--- config.mk ---
export PLATFORM = sky130hd
export DESIGN_NAME = or_nor_exerciser
export DESIGN_NICKNAME = d
export VERILOG_FILES = /design/src/rtl/or_nor_exerciser.sv
export SDC_FILE = /design/constraint.sdc
export NUM_CORES = 1
export LEC_CHECK = 0
export CORE_MARGIN = 2
export CORE_UTILIZATION = 58
export CTS_CLUSTER_SIZE = 40
export DETAILED_ROUTE_END_ITERATION = 7
export MAX_ROUTING_LAYER = met4
export PLACE_DENSITY = 0.88
export REMOVE_ABC_BUFFERS = 1
export SLEW_MARGIN = 15
export SYNTH_ARGS = -nofsm -noshare
export SYNTH_HDL_FRONTEND = slang
export SYNTH_SLANG_ARGS = --single-unit
--- constraint.sdc ---
create_clock -name clk -period 3.3 [get_ports clk]
set_input_delay 0.495 -clock clk [delete_from_list [all_inputs] [get_ports clk]]
set_output_delay 0.495 -clock clk [all_outputs]
set_load 0.03 [all_outputs]
--- src/rtl/or_nor_exerciser.sv ---
// Sweeps {a,b,select} over a selectable OR/NOR unit and checks its response.
// Reports a saturating error count, the first failing vector and a pass flag.
module or_nor_exerciser #(
  parameter int LATENCY = 1,
  parameter int PASSES  = 1
) (
  input  logic       clk,
  input  logic       rst_n,
  input  logic       start,
  input  logic       dut_out,
  output logic       drv_a,
  output logic       drv_b,
  output logic       drv_sel,
  output logic       busy,
  output logic       done,
  output logic       pass,
  output logic [3:0] err_count,
  output logic       first_err_valid,
  output logic [2:0] first_err_vec
);

  typedef enum logic [1:0] {
    S_IDLE,
    S_SETTLE,
    S_CHECK,
    S_DONE
  } state_t;

  localparam logic [3:0] W_LAT  = 4'(LATENCY - 1);
  localparam logic [3:0] W_LAST = 4'(PASSES - 1);

  state_t     r_state, w_state;
  logic [2:0] r_v, w_v;
  logic [3:0] r_sweep, w_sweep;
  logic [3:0] r_wait, w_wait;
  logic [3:0] r_err, w_err;
  logic       r_fvalid, w_fvalid;
  logic [2:0] r_fvec, w_fvec;
  logic       r_done, w_done;
  logic       r_busy, w_busy;
  logic       r_pass, w_pass;
  logic       w_exp;
  logic       w_mis;

  // Next-state and next-output logic; every output is registered below.
  always_comb begin
    w_state  = r_state;
    w_v      = r_v;
    w_sweep  = r_sweep;
    w_wait   = r_wait;
    w_err    = r_err;
    w_fvalid = r_fvalid;
    w_fvec   = r_fvec;
    w_done   = r_done;
    w_exp    = r_v[0] ? ~(r_v[2] | r_v[1])
                      : (r_v[2] | r_v[1]);
    w_mis    = (dut_out != w_exp);
    unique case (r_state)
      S_IDLE, S_DONE: begin
        if (start) begin
          w_state  = S_SETTLE;
          w_v      = 3'd0;
          w_sweep  = 4'd0;
          w_wait   = W_LAT;
          w_err    = 4'd0;
          w_fvalid = 1'b0;
          w_fvec   = 3'd0;
          w_done   = 1'b0;
        end
      end
      S_SETTLE: begin
        if (r_wait == 4'd0) begin
          w_state = S_CHECK;
        end else begin
          w_wait = r_wait - 4'd1;
        end
      end
      S_CHECK: begin
        if (w_mis) begin
          if (r_err != 4'd15) begin
            w_err = r_err + 4'd1;
          end
          if (!r_fvalid) begin
            w_fvalid = 1'b1;
            w_fvec   = r_v;
          end
        end
        if (r_v != 3'd7) begin
          w_v     = r_v + 3'd1;
          w_wait  = W_LAT;
          w_state = S_SETTLE;
        end else if (r_sweep != W_LAST) begin
          w_sweep = r_sweep + 4'd1;
          w_v     = 3'd0;
          w_wait  = W_LAT;
          w_state = S_SETTLE;
        end else begin
          w_state = S_DONE;
          w_done  = 1'b1;
        end
      end
      default: begin
        w_state = S_IDLE;
      end
    endcase
    w_busy = (w_state == S_SETTLE) ||
             (w_state == S_CHECK);
    w_pass = w_done && (w_err == 4'd0);
  end

  // State and result registers; reset aborts any run.
  always_ff @(posedge clk or negedge rst_n) begin
    if (!rst_n) begin
      r_state  <= S_IDLE;
      r_v      <= 3'd0;
      r_sweep  <= 4'd0;
      r_wait   <= 4'd0;
      r_err    <= 4'd0;
      r_fvalid <= 1'b0;
      r_fvec   <= 3'd0;
      r_done   <= 1'b0;
      r_busy   <= 1'b0;
      r_pass   <= 1'b0;
    end else begin
      r_state  <= w_state;
      r_v      <= w_v;
      r_sweep  <= w_sweep;
      r_wait   <= w_wait;
      r_err    <= w_err;
      r_fvalid <= w_fvalid;
      r_fvec   <= w_fvec;
      r_done   <= w_done;
      r_busy   <= w_busy;
      r_pass   <= w_pass;
    end
  end

  assign drv_a           = r_v[2];
  assign drv_b           = r_v[1];
  assign drv_sel         = r_v[0];
  assign busy            = r_busy;
  assign done            = r_done;
  assign pass            = r_pass;
  assign err_count       = r_err;
  assign first_err_valid = r_fvalid;
  assign first_err_vec   = r_fvec;

endmodule
Yosys cells after proc, flatten, opt, wreduce, memory -nomap -nowiden

Cells that the tools add are included.
W data, S select, Z words.

Register bits: 24
Output and inout bits: 14

Add/sub/neg operators: 4
Eq/ne operators: 15
Muxes and demuxes: 32
Bitwise logic cells: 2
Reductions and logical operators: 13

Operators with widths:

| kind                  | count |
|---|---|
| $mux W4               | 9 |
| $pmux W4 S2           | 2 |
| $mux W3               | 5 |
| $ne A2 B2 Y1 const B  | 6 |
| $pmux W3 S2           | 2 |
| $pmux W4 S3           | 1 |
| $reduce_and A3 Y1     | 3 |
| $add A4 B1 Y4 const B | 2 |
| $logic_not A4 Y1      | 2 |
| $mux W2               | 4 |
| $reduce_and A4 Y1     | 2 |
| $eq A2 B2 Y1 const B  | 3 |
| $mux W1               | 6 |
| $ne A3 B3 Y1 const B  | 2 |
| $pmux W2 S3           | 1 |
| $eq A2 B1 Y1 const B  | 2 |
| $ne A4 B4 Y1 const B  | 1 |
| $pmux W1 S2           | 2 |
| $reduce_bool A4 Y1    | 1 |
| $sub A4 B1 Y4 const B | 1 |
| $add A3 B1 Y3 const B | 1 |
| $logic_not A2 Y1      | 1 |
| $reduce_bool A2 Y1    | 1 |
| $reduce_or A2 Y1      | 1 |
| 5 further kinds       | 5 |

Longest topological paths before layout

Depth after elaboration: 8
Depth in mapped cells: 7

Worst setup path before layout

Ideal clock, no wire load.

Path kind: reg2reg
From: reg r_v[0]
To: reg r_wait[3]
Arrival: 1.974 ns
Slack: 1.193 ns
Cell stages (with the launch flop): 8
Period minus slack after synthesis: 2.107 ns
Path through: dfrtp_1 -> ha_1 -> ha_1 -> and2_1 -> a221o_1 -> nor4_1 -> xnor2_1 -> a21oi_1

Cells in the longest elaborated chain, start to end: 3
Elaborated cells on any way between the ends: 5

RTL lines:

| item                                                       | line | RTL |
|---|---|---|
| start: declaration                                         | 33   | `logic [2:0] r_v, w_v;` |
| start signal: assignment                                   | 126  | `r_v <= w_v;` |
| $ne A3 B3 Y1 (*)                                           | 88   | `if (r_v != 3'd7) begin` |
| $ne A3 B3 Y1 (no line) or $mux W4 (tied branches)          | --   |  |
| $reduce_and A3 Y1 (no line) or $pmux W4 S3 (tied branches) | --   |  |
| end signal: assignment                                     | 128  | `r_wait <= w_wait;` |
| end: declaration                                           | 35   | `logic [3:0] r_wait, w_wait;` |

Every way passes the cells marked *; elsewhere a longest branch is shown, timed or not.
A chain may end at the register's enable or synchronous reset.

Worst setup path after layout

Same ends and word-level chain as after synthesis.

==> impl_metrics.py <==
metrics = {
    "cells_and_area": {
        "fillCellCount": 164,
        "area_growth_pct": 17.38,
        "drive_above_1_share": 0.05732,
        "final_nets": 171,
        "n_antenna_cell": 0,
        "final_cell_count_no_fill": 185,
        "fin_area_mm2": 0.001572,
    },
    "place": {
        "gp_congestion": 0.8428,
        "port_buffers": 17,
        "place_hpwl_um": 2005,
        "dpl_cell_area_mm2": 0.001540,
        "dp.cells": 181,
    },
    "clocking": {
        "cts_tree": "built",
        "cts_max_level": 1,
        "cts.path.max_buffers": 2,
        "postCtsSetupBuffers": 0,
        "insertion_delay_ns": 0.31,
        "cts_resized": 0,
        "cts_made_buffers": 3,
        "holdBufCountCts": 0,
        "cts_root_buffer": "clkbuf_4",
        "clkTransAtPathRegs_ns": 0.12,
        "clock_sink_count": 24,
    },
    "yosys": {
        "yosysUniqueCellTypes": 36,
        "synth_common_cells": "dfrtp_1 (24), nand2_1 (13), nor2_1 (13)",
        "seq_area_frac_synth": 0.4486,
        "yosys_warnings": 0,
        "yosys.area.top_type_share": 0.4486,
        "synthFlopType": "dfrtp_1",
        "synth-edff-count": 0,
        "async_flop_share": 1.000,
        "ys_top_cells_by_area": "dfrtp_1 (45%), ha_1 (8.4%), a22o_1 (5.2%)",
        "synth.cell_area_mm2": 0.001339,
        "yosysTopAreaCell": "dfrtp_1",
        "synth_most_common_cell": "dfrtp_1",
        "avgSynthCellArea_um2": 9.772,
        "synthCells": 137,
        "ys_seq_elements": 24,
    },
    "worst_setup_path": {
        "crit_path_end": "r_wait[3]",
        "crit_cells": 7,
        "cpLargestDelayFamily": "flip-flops",
        "path_cells": "ha_1, ha_1, and2_1, a221o_1, nor4_1, xnor2_1, a21oi_1",
        "critPathCaptureType": "flip-flop",
        "cp_data_required_time_ns": 3.50,
        "crit_top_cell": "ha_1",
        "critPathLaunch": "r_v[0]",
        "r2r_end": "r_wait[3]",
        "worst-path-buf-inv": 0,
        "start_kind": "flip-flop",
        "rr_worst_depth": 7,
        "worstSetupPathType": "reg -> reg",
        "critical_path.max_fanout": 7,
        "r2r_start": "r_v[0]",
        "r2r_slack_ns": 1.10,
        "worstPathArrival_ns": 2.40,
        "slowest_stage": "dfrtp_1",
        "crit_path_max_incr_delay_ns": 0.49,
    },
    "power": {
        "p_leak_uw": 0.0007242,
        "p_per_area_mw_per_mm2": 756.9,
        "total_power_uw": 1189,
        "peakVddDrop_v": 0.0005373,
    },
    "global_route": {
        "gr-total-overflow": 0,
        "grtUsageTotal": 0.2402,
        "grt_antenna_before_repair": 0,
        "grt_max_degree": 25,
        "grt_pass1_vias": 1097,
        "grt_pass1_wl_um": 4595,
    },
    "floorplanning": {
        "chipWidth_um": 52.05,
        "ios": 18,
        "fp.dieArea_mm2": 0.002709,
        "core_mm2": 0.002191,
        "start_util": 0.6111,
        "rows": 17,
        "die_y_um": 52.05,
    },
    "detailed_routing": {
        "drt_iter0_drc": 21,
        "wirelength_um": 2645,
        "detail-route-antenna-nets": 0,
        "drc": 0,
        "routedWlPerCell_um": 14.30,
        "drt_pass1_iterations": 4,
        "routed_via_density": 5.908,
        "num_vias": 1093,
    },
    "sta": {
        "clock-skew-final_ns": 0.002857,
        "slew_violations": 0,
        "hold_violations": 0,
        "relSlewSlack": 0.6526,
        "rsz0062_at_grt": "false",
        "worst_slew_pin_slew_ns": 0.5171,
        "final.setup.tns_ns": 0,
        "setup_viol": 0,
        "whs_ns": 0.1300,
        "fmax_mhz": 454.9,
        "period_minus_slack_ns": 2.198,
        "period_share": 0.6662,
    },
    "job": {
        "drv_cap": 0,
    },
    "min_path": {
        "min_path_type": "in -> async",
    },
    "status": {
        "status": "complete, no violations",
    },
}
[logic make-up (layout without fill, tap and decap cells)]
logic type      count (synthesis)  count (layout)  synth area share
compound gates                 33              33            0.1794
xor+xnor                        8               8           0.06357
fa+ha+maj                       9               9           0.08411
buf+inv                        12              32           0.03364
flops                          24              24            0.4486
simple gates                   51              51            0.1907
[layout by cell type (no fill, tap or decap)]
master / synthesis / final
clkdlybuf4s50_1: 0 / 16
a22o_1: 8 / 8
a31o_1: 1 / 1
o311ai_2: 1 / 1
a311o_1: 1 / 1
nor3_1: 3 / 3
ha_1: 9 / 9
xnor2_1: 3 / 3
o31ai_1: 1 / 1
a21o_1: 1 / 1
nor3b_1: 2 / 2
xor2_2: 1 / 1
o32ai_1: 1 / 1
clkbuf_8: 0 / 1
nand3_1: 5 / 5
o21ai_1: 1 / 1
a21oi_1: 3 / 3
a21boi_1: 1 / 1
nor2_1: 13 / 13
nand4_1: 1 / 1
a31oi_1: 2 / 2
dfrtp_1: 24 / 24
o21ai_0: 7 / 7
or3_1: 1 / 1
o22ai_1: 3 / 3
o21bai_1: 1 / 1
and2_1: 2 / 2
xor2_1: 3 / 3
and3_1: 4 / 4
nor2b_1: 3 / 3
nor4b_2: 1 / 1
clkbuf_4: 0 / 3
inv_1: 11 / 11
buf_2: 0 / 1
nand2_1: 13 / 13
nor4_1: 1 / 1
nand2b_1: 2 / 2
xnor2_2: 1 / 1
a221o_1: 1 / 1
[flip-flops by register name, summed over array words and instances (netlist names)]
| register | cells |
|---|---|
| r_v | 3 |
| r_sweep | 4 |
| first_err_vec | 3 |
| err_count | 4 |
| r_state | 2 |
| done | 1 |
| busy | 1 |
| first_err_valid | 1 |
| pass | 1 |
| r_wait | 4 |
[how the worst min path moves through the flow]
stage	startpoint	to	slack, ns	cells past startpoint
3_5_place_dp	r_wait[1]	r_wait[1]	0.52	2
4_1_cts	r_wait[1]	r_wait[1]	0.55	2
5_1_grt	rst_n	first_err_vec[0]	0.16	1
6_report	rst_n	first_err_vec[1]	0.13	1
3_3_place_gp	r_wait[1]	r_wait[1]	0.49	2
2_1_floorplan	rst_n	busy	0.20	0
[metrics by stage]
| stage | util | setup WS (ns) |
|---|---|---|
| global route | 0.7173 | 1.019 |
| finish | 0.7173 | 1.102 |
| global placement | 0.7030 | 1.139 |
| CTS | 0.7196 | 1.141 |
| detailed placement | 0.7030 | 1.088 |
| floorplan | - | 1.193 |
[final cells by class]
cell class                      count  area [um^2]  share of cell area
Timing Repair Buffer               17        165.2              0.1051
Inverter                           11        41.29             0.02627
Multi-Input combinational cell    101        693.2              0.4411
Tap cell                           28        35.03             0.02229
Sequential cell                    24        600.6              0.3822
Clock buffer                        4        36.28             0.02309
[power breakdown]
part           leakage [uW]  internal (uW)  switching, uW  total, uW
Sequential         0.000323            357           57.0        414
Clock             0.0000210           67.5           84.2        152
Combinational      0.000380            233            391        624
[per-layer routing]
| layer | up-vias | wire (um) | GRT usage |
|---|---|---|---|
| met5 | - | 0 | - |
| met4 | 0 | 64 | 0.1316 |
| met3 | 7 | 154 | 0.03448 |
| met2 | 39 | 1344 | 0.3987 |
| met1 | 515 | 1081 | 0.2799 |
| li1 | 532 | - | - |
(Power assumes the default switching activity.)
